===== config.mk =====
export PLATFORM = sky130hd
export DESIGN_NAME = ex_muldiv
export DESIGN_NICKNAME = d
export VERILOG_FILES = /design/src/rtl/ex_muldiv.sv
export SDC_FILE = /design/constraint.sdc
export NUM_CORES = 1
export LEC_CHECK = 0
export ABC_AREA = 1
export ABC_CLOCK_PERIOD_IN_PS = 3300
export BUFFER_PORTS_ARGS = -buffer_cell sky130_fd_sc_hd__buf_2
export CAP_MARGIN = 20
export CORE_UTILIZATION = 39
export DETAILED_ROUTE_END_ITERATION = 12
export GPL_ROUTABILITY_DRIVEN = 0
export PLACE_DENSITY_LB_ADDON = 0.15
export SLEW_MARGIN = 20
export SYNTH_ARGS = -nofsm -noshare
export SYNTH_HDL_FRONTEND = slang
export SYNTH_SLANG_ARGS = --single-unit

===== constraint.sdc =====
create_clock -name clk -period 3.3 [get_ports clk]
set_clock_uncertainty 0.15 [all_clocks]
set_input_delay 0.66 -clock clk [delete_from_list [all_inputs] [get_ports clk]]
set_output_delay 0.66 -clock clk [all_outputs]
set_load 0.005 [all_outputs]

===== src/rtl/ex_muldiv.sv =====
// ---------------------------------------------------------------------------
// ex_muldiv -- iterative RV M-extension unit sitting beside the ex stage.
//
// Executes MUL/MULH/MULHSU/MULHU/DIV/DIVU/REM/REMU on operand magnitudes.
// Multiply is a shift-add over a 2*XLEN accumulator. Divide is restoring
// division over the same accumulator. Signs are fixed up when the result is
// delivered. BITS_PER bits are retired per CALC cycle.
//
// Ports
//   clk          clock
//   rst          synchronous reset, active low
//   start_i      request, sampled only while idle
//   op_i         funct3 (0 MUL .. 7 REMU)
//   reg1_i       rs1 operand (multiplicand / dividend)
//   reg2_i       rs2 operand (multiplier / divisor)
//   wd_i         destination register, latched at start
//   flush_i      abort the in-flight operation
//   stall_req_o  holds IF/ID/EX while an operation is accepted or computing
//   done_o       one-cycle pulse; wdata_o/wd_o are valid in that cycle
//   wdata_o      result, held until the next done_o
//   wd_o         destination register, held until the next done_o
// ---------------------------------------------------------------------------
module ex_muldiv #(
   parameter int XLEN     = 32,
   parameter int BITS_PER = 1
) (
   input  logic            clk,
   input  logic            rst,
   input  logic            start_i,
   input  logic [2:0]      op_i,
   input  logic [XLEN-1:0] reg1_i,
   input  logic [XLEN-1:0] reg2_i,
   input  logic [4:0]      wd_i,
   input  logic            flush_i,
   output logic            stall_req_o,
   output logic            done_o,
   output logic [XLEN-1:0] wdata_o,
   output logic [4:0]      wd_o
);

   localparam int N  = XLEN / BITS_PER;
   localparam int CW = $clog2(N + 1);
   localparam logic [XLEN-1:0] MIN_NEG = {1'b1, {(XLEN-1){1'b0}}};

   typedef enum logic [1:0] {IDLE, CALC, DONE} state_t;

   state_t            state_reg, state_next;
   logic [2:0]        op_reg;
   logic [4:0]        wd_reg;
   logic [XLEN-1:0]   opnd_reg;      // multiplicand magnitude or divisor magnitude
   logic [2*XLEN-1:0] acc_reg;       // {product} or {remainder, quotient}
   logic              neg_q_reg;     // negate product / quotient
   logic              neg_r_reg;     // negate remainder
   logic [CW-1:0]     count_reg;
   logic [XLEN-1:0]   wdata_reg;
   logic [4:0]        wd_out_reg;

   // ---------------- start-time operand decode ----------------
   logic            rs1_signed, rs2_signed, neg_a, neg_b;
   logic            div_zero, div_ovf, accept;
   logic [XLEN-1:0] a_mag, b_mag;

   always_comb begin
      rs1_signed = (op_i == 3'd1) || (op_i == 3'd2) || (op_i == 3'd4) || (op_i == 3'd6);
      rs2_signed = (op_i == 3'd1) || (op_i == 3'd4) || (op_i == 3'd6);
      neg_a      = rs1_signed & reg1_i[XLEN-1];
      neg_b      = rs2_signed & reg2_i[XLEN-1];
      // -MIN_NEG wraps to itself, which is the correct unsigned magnitude
      a_mag      = neg_a ? (~reg1_i + 1'b1) : reg1_i;
      b_mag      = neg_b ? (~reg2_i + 1'b1) : reg2_i;
      div_zero   = op_i[2] & (reg2_i == '0);
      div_ovf    = op_i[2] & ~op_i[0] & (reg1_i == MIN_NEG) & (reg2_i == '1);
   end

   assign accept = (state_reg == IDLE) & start_i & ~flush_i;

   // ---------------- one iteration of the datapath ----------------
   function automatic logic [2*XLEN-1:0] step_fn(input logic [2*XLEN-1:0] acc,
                                                 input logic [XLEN-1:0]   opnd,
                                                 input logic              is_div);
      logic [XLEN:0]   mul_sum;
      logic [XLEN:0]   rem_ext;
      logic            fits;
      logic [XLEN-1:0] rem_new;
      // multiply: add multiplicand into the high half when the current
      // multiplier bit (acc[0]) is set, then shift the whole thing right
      mul_sum = {1'b0, acc[2*XLEN-1:XLEN]} + (acc[0] ? {1'b0, opnd} : '0);
      // divide: shift next dividend bit into the remainder, subtract if it fits.
      // The difference is always < divisor so XLEN-bit modular subtraction is exact.
      rem_ext = {acc[2*XLEN-1:XLEN], acc[XLEN-1]};
      fits    = rem_ext >= {1'b0, opnd};
      rem_new = fits ? (rem_ext[XLEN-1:0] - opnd) : rem_ext[XLEN-1:0];
      return is_div ? {rem_new, acc[XLEN-2:0], fits} : {mul_sum, acc[XLEN-1:1]};
   endfunction

   logic [2*XLEN-1:0] acc_step;

   always_comb begin
      acc_step = acc_reg;
      for (int i = 0; i < BITS_PER; i++) begin
         acc_step = step_fn(acc_step, opnd_reg, op_reg[2]);
      end
   end

   // ---------------- sign fix-up and result select ----------------
   logic [2*XLEN-1:0] prod_fix;
   logic [XLEN-1:0]   quot_fix, rem_fix, result;

   always_comb begin
      prod_fix = neg_q_reg ? (~acc_reg + 1'b1) : acc_reg;
      quot_fix = neg_q_reg ? (~acc_reg[XLEN-1:0] + 1'b1) : acc_reg[XLEN-1:0];
      rem_fix  = neg_r_reg ? (~acc_reg[2*XLEN-1:XLEN] + 1'b1) : acc_reg[2*XLEN-1:XLEN];
      if (!op_reg[2]) begin
         result = (op_reg[1:0] == 2'd0) ? prod_fix[XLEN-1:0] : prod_fix[2*XLEN-1:XLEN];
      end else begin
         result = op_reg[1] ? rem_fix : quot_fix;
      end
   end

   // ---------------- FSM next state / outputs ----------------
   always_comb begin
      state_next  = state_reg;
      stall_req_o = 1'b0;
      done_o      = 1'b0;
      case (state_reg)
         IDLE: begin
            if (accept) begin
               stall_req_o = 1'b1;
               state_next  = (div_zero | div_ovf) ? DONE : CALC;
            end
         end
         CALC: begin
            if (flush_i) begin
               state_next = IDLE;
            end else begin
               stall_req_o = 1'b1;
               if (count_reg == CW'(1)) state_next = DONE;
            end
         end
         DONE: begin
            done_o     = ~flush_i;
            state_next = IDLE;
         end
         default: state_next = IDLE;
      endcase
   end

   // Result is shown directly in the done cycle; registered copies hold it afterwards.
   assign wdata_o = done_o ? result : wdata_reg;
   assign wd_o    = done_o ? wd_reg : wd_out_reg;

   // ---------------- state register ----------------
   always_ff @(posedge clk) begin
      if (!rst) begin
         state_reg  <= IDLE;
         op_reg     <= '0;
         wd_reg     <= '0;
         opnd_reg   <= '0;
         acc_reg    <= '0;
         neg_q_reg  <= 1'b0;
         neg_r_reg  <= 1'b0;
         count_reg  <= '0;
         wdata_reg  <= '0;
         wd_out_reg <= '0;
      end else begin
         state_reg <= state_next;
         if (accept) begin
            op_reg    <= op_i;
            wd_reg    <= wd_i;
            count_reg <= CW'(N);
            if (div_zero) begin
               // quotient all ones, remainder = raw dividend, no sign fix
               opnd_reg  <= '0;
               acc_reg   <= {reg1_i, {XLEN{1'b1}}};
               neg_q_reg <= 1'b0;
               neg_r_reg <= 1'b0;
            end else if (div_ovf) begin
               // quotient = raw dividend, remainder 0, no sign fix
               opnd_reg  <= '0;
               acc_reg   <= {{XLEN{1'b0}}, reg1_i};
               neg_q_reg <= 1'b0;
               neg_r_reg <= 1'b0;
            end else if (op_i[2]) begin
               opnd_reg  <= b_mag;
               acc_reg   <= {{XLEN{1'b0}}, a_mag};
               neg_q_reg <= neg_a ^ neg_b;
               neg_r_reg <= neg_a;
            end else begin
               opnd_reg  <= a_mag;
               acc_reg   <= {{XLEN{1'b0}}, b_mag};
               neg_q_reg <= neg_a ^ neg_b;
               neg_r_reg <= 1'b0;
            end
         end
         if ((state_reg == CALC) && !flush_i) begin
            acc_reg   <= acc_step;
            count_reg <= count_reg - 1'b1;
         end
         if (done_o) begin
            wdata_reg  <= result;
            wd_out_reg <= wd_reg;
         end
      end
   end

endmodule

; Word-level counts from Yosys, hierarchy flattened
; Index checks and enable logic that the tools add are counted.
[word_totals]
input_bits = 76
wordCells = 96
out_inout_bits = 39
regBits = 151
[classes]
bitwise = 17
muxes = 37
order_cmp = 1
reduce_logical = 12
n_addsub = 8
eq_ne = 11
[ops]
columns = operator, count
row1 = 32-bit 2-to-1 mux, 15
row2 = 64-bit 2-to-1 mux, 5
row3 = "32-bit by 1-bit adder with 32-bit output, second input constant", 4
row4 = 32-bit inverter, 4
row5 = "64-bit by 1-bit adder with 64-bit output, second input constant", 1
row6 = "32-bit == test, second input constant", 2
row7 = 64-bit inverter, 1
row8 = 32-bit by 32-bit adder with 33-bit output, 1
row9 = 33-bit by 32-bit greater-or-equal comparator with 1-bit output, 1
row10 = 32-bit zero test, 1
row11 = 32-bit subtractor, 1
row12 = 6-bit 2-to-1 mux, 2
row13 = 1-bit AND, 8
row14 = 1-bit 2-to-1 mux, 8
row15 = 2-bit 2-to-1 mux, 4
row16 = "3-bit == test, second input constant", 2
row17 = "6-bit by 1-bit == test with 1-bit output, second input constant", 1
row18 = "6-bit by 1-bit subtractor with 6-bit output, second input constant", 1
row19 = 1-bit logical OR, 5
row20 = 5-bit 2-to-1 mux, 1
row21 = 2-bit zero test, 2
row22 = 2-bit case mux with 2 select lines, 1
row23 = "3-bit by 1-bit == test with 1-bit output, second input constant", 1
row24 = "3-bit by 2-bit == test with 1-bit output, second input constant", 1
row25 = other kinds (12), 13

; Longest topological paths before layout
[depth]
word_depth = 11
depth_mapped = 19
ltp_nobuf = 18

; Least setup slack after synthesis
; No wires, ideal clock.
[synth_timing]
path_kind = flip-flop to output port
start = register acc_reg[0]
end = output wdata_o[26]
slack_ns = 0.565
required_time_ns = 2.490
t_arrival_ns = 1.925
path_buffers = 2
stages_incl_launch_ff = 18
path_cell_list = dfxtp_1 buf_2 inv_2 ha_1 nand3_2 nor2_2 nand2_2 nor2_4 nand2_1 nand2_2 buf_4 nand2_1 nand2_1 nand3_1 a21oi_1 nand2_1 nand2_1 inv_1
[synth_via]
elab_chain_len = 6
elab_cells_between_ends = 10
cone_classes = add/sub: 2 / mux: 6 / bitwise: 2
[synth_rtl]
columns = element, line
row1 = from (decl), 51  ; logic [2*XLEN-1:0] acc_reg;
row2 = from (signal assigned), 174  ; acc_reg <= {reg1_i, {XLEN{1'b1}}};
row3 = from (signal assigned), 180  ; acc_reg <= {{XLEN{1'b0}}, reg1_i};
row4 = from (signal assigned), 185  ; acc_reg <= {{XLEN{1'b0}}, a_mag};
row5 = 64-bit inverter or 32-bit inverter (tied branches), "110, 111"
row6 = 64-bit by 1-bit adder with 64-bit output or 32-bit by 1-bit adder with 32-bit output (tied branches), "110, 111"
row7 = 64-bit 2-to-1 mux or 32-bit 2-to-1 mux (tied branches), "110, 111"
row8 = "32-bit 2-to-1 mux, on equally long branches", "114, 116"
row9 = 32-bit 2-to-1 mux (*), 113  ; if (!op_reg[2]) begin
row10 = 32-bit 2-to-1 mux (*), n/a
row11 = to (decl), 37  ; output logic [XLEN-1:0] wdata_o,
; Mark *: on every way between the ends. The rest lies on a longest branch, timed or not.

; Worst setup path after layout
[layout_timing]
start = register acc_reg[1]
end = output wdata_o[14]
; The elaborated chain is that of the path after synthesis.

==> results.toml <==
[timing]
finalHoldViolCount = 0
setup_violations = 2
tns_ps = -8.13
worstMarginPinSlew_ps = 1100
rsz0062_at_grt = "yes"
fmax_ghz = 0.302
timing.final.ws_setup_ps = -6.50
slew_headroom = 0.266
layout_worst_path_cycle_share = 1.00
drv_slew = 0
layout_min_cycle_time_ps = 3310

[outcome]
failed_checks = "negative setup slack"
status = "finished with violations"

[floorplan]
start_util = 0.396
io_pins = 115
die_w_um = 223
rows = 80
fp.dieH_um = 223
fp.dieArea_sq_um = 49600
core_sq_um = 47900

[drt]
first_pass_iters = 6
wl_mm = 85.7
wl_met3_mm = 9.05
num_vias = 24031
wl_met1_mm = 36.5
viasPerCell = 5.51
drtIter0Drc = 2837
wl_per_cell_um = 19.6
route.detailed.drc = 0
antenna_left = 0
wl_met2_mm = 35.2
top_layer_used = "met5"

[setup_path]
cp-start-kind = "register"
cp.required_ps = 2490
end_kind = "primary output"
crit_type = "register to primary output"
regToRegSetupSlack_ps = 220
path_cells = "inv_4, ha_4, nand3_4, nor2_4, nand2_2, nor2_4, inv_1, nand3_1, nand2_1, nand2_1, o21ai_0, nand2_1, nand2_1, inv_1, nand2_1, nand2_1, inv_1, buf_2"
crit_slowest_cell = "dfxtp_2"
r2r_end = "acc_reg[39]$_SDFFE_PN0P_"
r2r_cells = 15
cp.arrival_ps = 2500
cp_slowest_stage_delay_ps = 350
crit_path_frequent_cell = "nand2_1"
cp_max_fo = 5
r2r_start = "opnd_reg[6]$_SDFFE_PN0P_"

[pwr]
leakage_nw = 11.5
swShare = 0.470
powerDensity_nw_per_um2 = 355
p_int_mw = 4.24
p_seq_frac = 0.268
comb_power_share = 0.474
power.switching_mw = 3.75
clkPwrFrac = 0.257
peakVddDrop_v = 0.000364
finalPower_mw = 7.99

[clock_network]
clockBufferDepth = 2
insertion_delay_ps = 460
cts_tree = "built"
cts_root_buffer = "clkbuf_16"
cts.sinks = 151
cts_made_buffers = 17
ctsHoldBuffers = 0
path_clk_slew_ps = 80
h-tree-depth = 4

[layout]
diodes = 0
final_nets = 3883
largest_register_ffs = 64
seqCellArea_sq_um = 3150
final_util = 0.469
layout_commonest_cell = "nand2_1"
drive_gt1_frac = 0.166
fillers = 5239
final_cell_mix = "1,148 x nand2_1, 455 x inv_1, 307 x nand3_1"
multi_input_area_sq_um = 14300
synthToLayoutAreaGrowth_pct = 18.4
final_area_sq_um = 22500

[synth]
synth_edf_count = 0
yosys_most_used_dff = "dfxtp_1"
synth.net_count = 3736
synth-seq-cells = 151
yosysUniqueCellTypes = 53
seq_area_frac_synth = 0.159
postSynthAreaPerCell_sq_um = 5.30
async_flop_share = 0
netlist_area_sq_um = 19000
synthCells = 3587
synth_warnings = 0

[run]
cap_viol_max_count = 0

[hold_path]
hp-class = "register to register"
worst_hold_path.endpoint = "count_reg[4]$_SDFFE_PN0P_"
hold-path-cell-count = 2
worstHoldStart = "count_reg[4]$_SDFFE_PN0P_"

[grt]
antenna_found_initial = 1
grt_pass1_wl_mm = 127
grt_util_all_layers = 0.335
grt_max_degree = 109
grt_pass1_vias = 21181
gr-total-overflow = 0

[placement]
portBuffers = 114
dpl_cell_area_sq_um = 20700
dpl.hpwl_mm = 67.5
[worst max-delay path by stage]
stage / to / startpoint / cells after the start / slack, ps
floorplan: wdata_o[26] / acc_reg[0]$_SDFFE_PN0P_ / 17 / 560
global placement: acc_reg[19]$_SDFFE_PN0P_ / reg1_i[0] / 12 / -270
detailed placement: acc_reg[19]$_SDFFE_PN0P_ / reg1_i[0] / 12 / -250
CTS: wdata_o[10] / acc_reg[37]$_SDFFE_PN0P_ / 14 / -20
global route: wdata_o[14] / acc_reg[36]$_SDFFE_PN0P_ / 16 / -170
finish: wdata_o[14] / acc_reg[1]$_SDFFE_PN0P_ / 18 / -6
[cell type report]
| class | count | area share |
|---|---|---|
| tap | 615 | 0.0342 |
| clock buffer | 18 | 0.0191 |
| inverter | 497 | 0.0842 |
| timing repair buffer | 266 | 0.0818 |
| multi-input combinational | 2801 | 0.634 |
| clock inverter | 14 | 0.00690 |
| sequential | 151 | 0.140 |
[routing by layer]
| metal | up-vias | global-route usage |
|---|---|---|
| met5 | - | 0 |
| met4 | 2 | 0.185 |
| met3 | 202 | 0.0633 |
| met2 | 1265 | 0.486 |
| met1 | 10779 | 0.463 |
| li1 | 11783 | - |
[worst max-delay path: cells and delay by family, from the launching register on]
kind	cells	cell delay, ps
AOI/OAI and AO/OA	1	90
DFF	1	350
and+or+nand+nor	11	1070
buffers and inverters	5	350
adders and majority gates	1	150
[kinds of logic after synthesis]
kind of cell	Yosys count	synth area share
AND/OR/NAND/NOR	2067	0.457
AO/OA/AOI/OAI	571	0.164
adder cells (fa/ha/maj)	73	0.0489
XOR/XNOR	89	0.0410
flip-flops	151	0.159
buffers and inverters	636	0.130
[metrics by stage]
| stage | cells | hold slack [ps] | setup WS, ps |
|---|---|---|---|
| 2_1_floorplan | 3587 | 289 | 565 |
| 3_3_place_gp | 4288 | 306 | -266 |
| 3_5_place_dp | 4288 | 310 | -255 |
| 4_1_cts | 4327 | 320 | -22.9 |
| 5_1_grt | 4362 | 349 | -166 |
| 6_report | 4362 | 318 | -6.50 |
[power groups by stage]
stage | Clock, mW | Combinational, mW | Sequential, mW
global route | 2.13 | 4.12 | 2.14
global placement | 0 | 3.36 | 2.14
finish | 2.05 | 3.79 | 2.14
detailed placement | 0 | 3.36 | 2.14
floorplan | 0 | 2.27 | 2.05
CTS | 2.06 | 3.46 | 2.11
[cells in the mapped netlist, types with 6 or more instances]
| library cell | instances | share of area |
|---|---|---|
| a211oi_1 | 7 | 0.0028 |
| a21oi_1 | 238 | 0.063 |
| a21oi_2 | 10 | 0.0046 |
| buf_1 | 18 | 0.0036 |
| buf_2 | 28 | 0.0074 |
| clkbuf_1 | 84 | 0.017 |
| dfxtp_1 | 151 | 0.16 |
| ha_1 | 71 | 0.047 |
| inv_1 | 484 | 0.096 |
| inv_2 | 11 | 0.0022 |
| nand2_1 | 1181 | 0.23 |
| nand2_2 | 6 | 0.0020 |
| nand3_1 | 325 | 0.086 |
| nand3b_1 | 17 | 0.0067 |
| nand4_1 | 58 | 0.019 |
| nor2_1 | 361 | 0.071 |
| nor2_2 | 22 | 0.0072 |
| nor3_1 | 30 | 0.0079 |
| nor4_1 | 11 | 0.0036 |
| o211ai_1 | 35 | 0.014 |
| o21ai_0 | 231 | 0.061 |
| o21ai_1 | 6 | 0.0016 |
| o21bai_1 | 8 | 0.0032 |
| or2_2 | 36 | 0.012 |
| xnor2_1 | 11 | 0.0051 |
| xor2_1 | 78 | 0.036 |
[what timing repair did]
item | in CTS | in global routing
setup buffers | 6 | 35
hold endpoints to repair | 0 | 0
pin swaps | 10 | 35
setup endpoints to repair | 32 | 32
cloned | 1 | 0
gates resized for setup | 97 | 227
(Power assumes the default switching activity.)
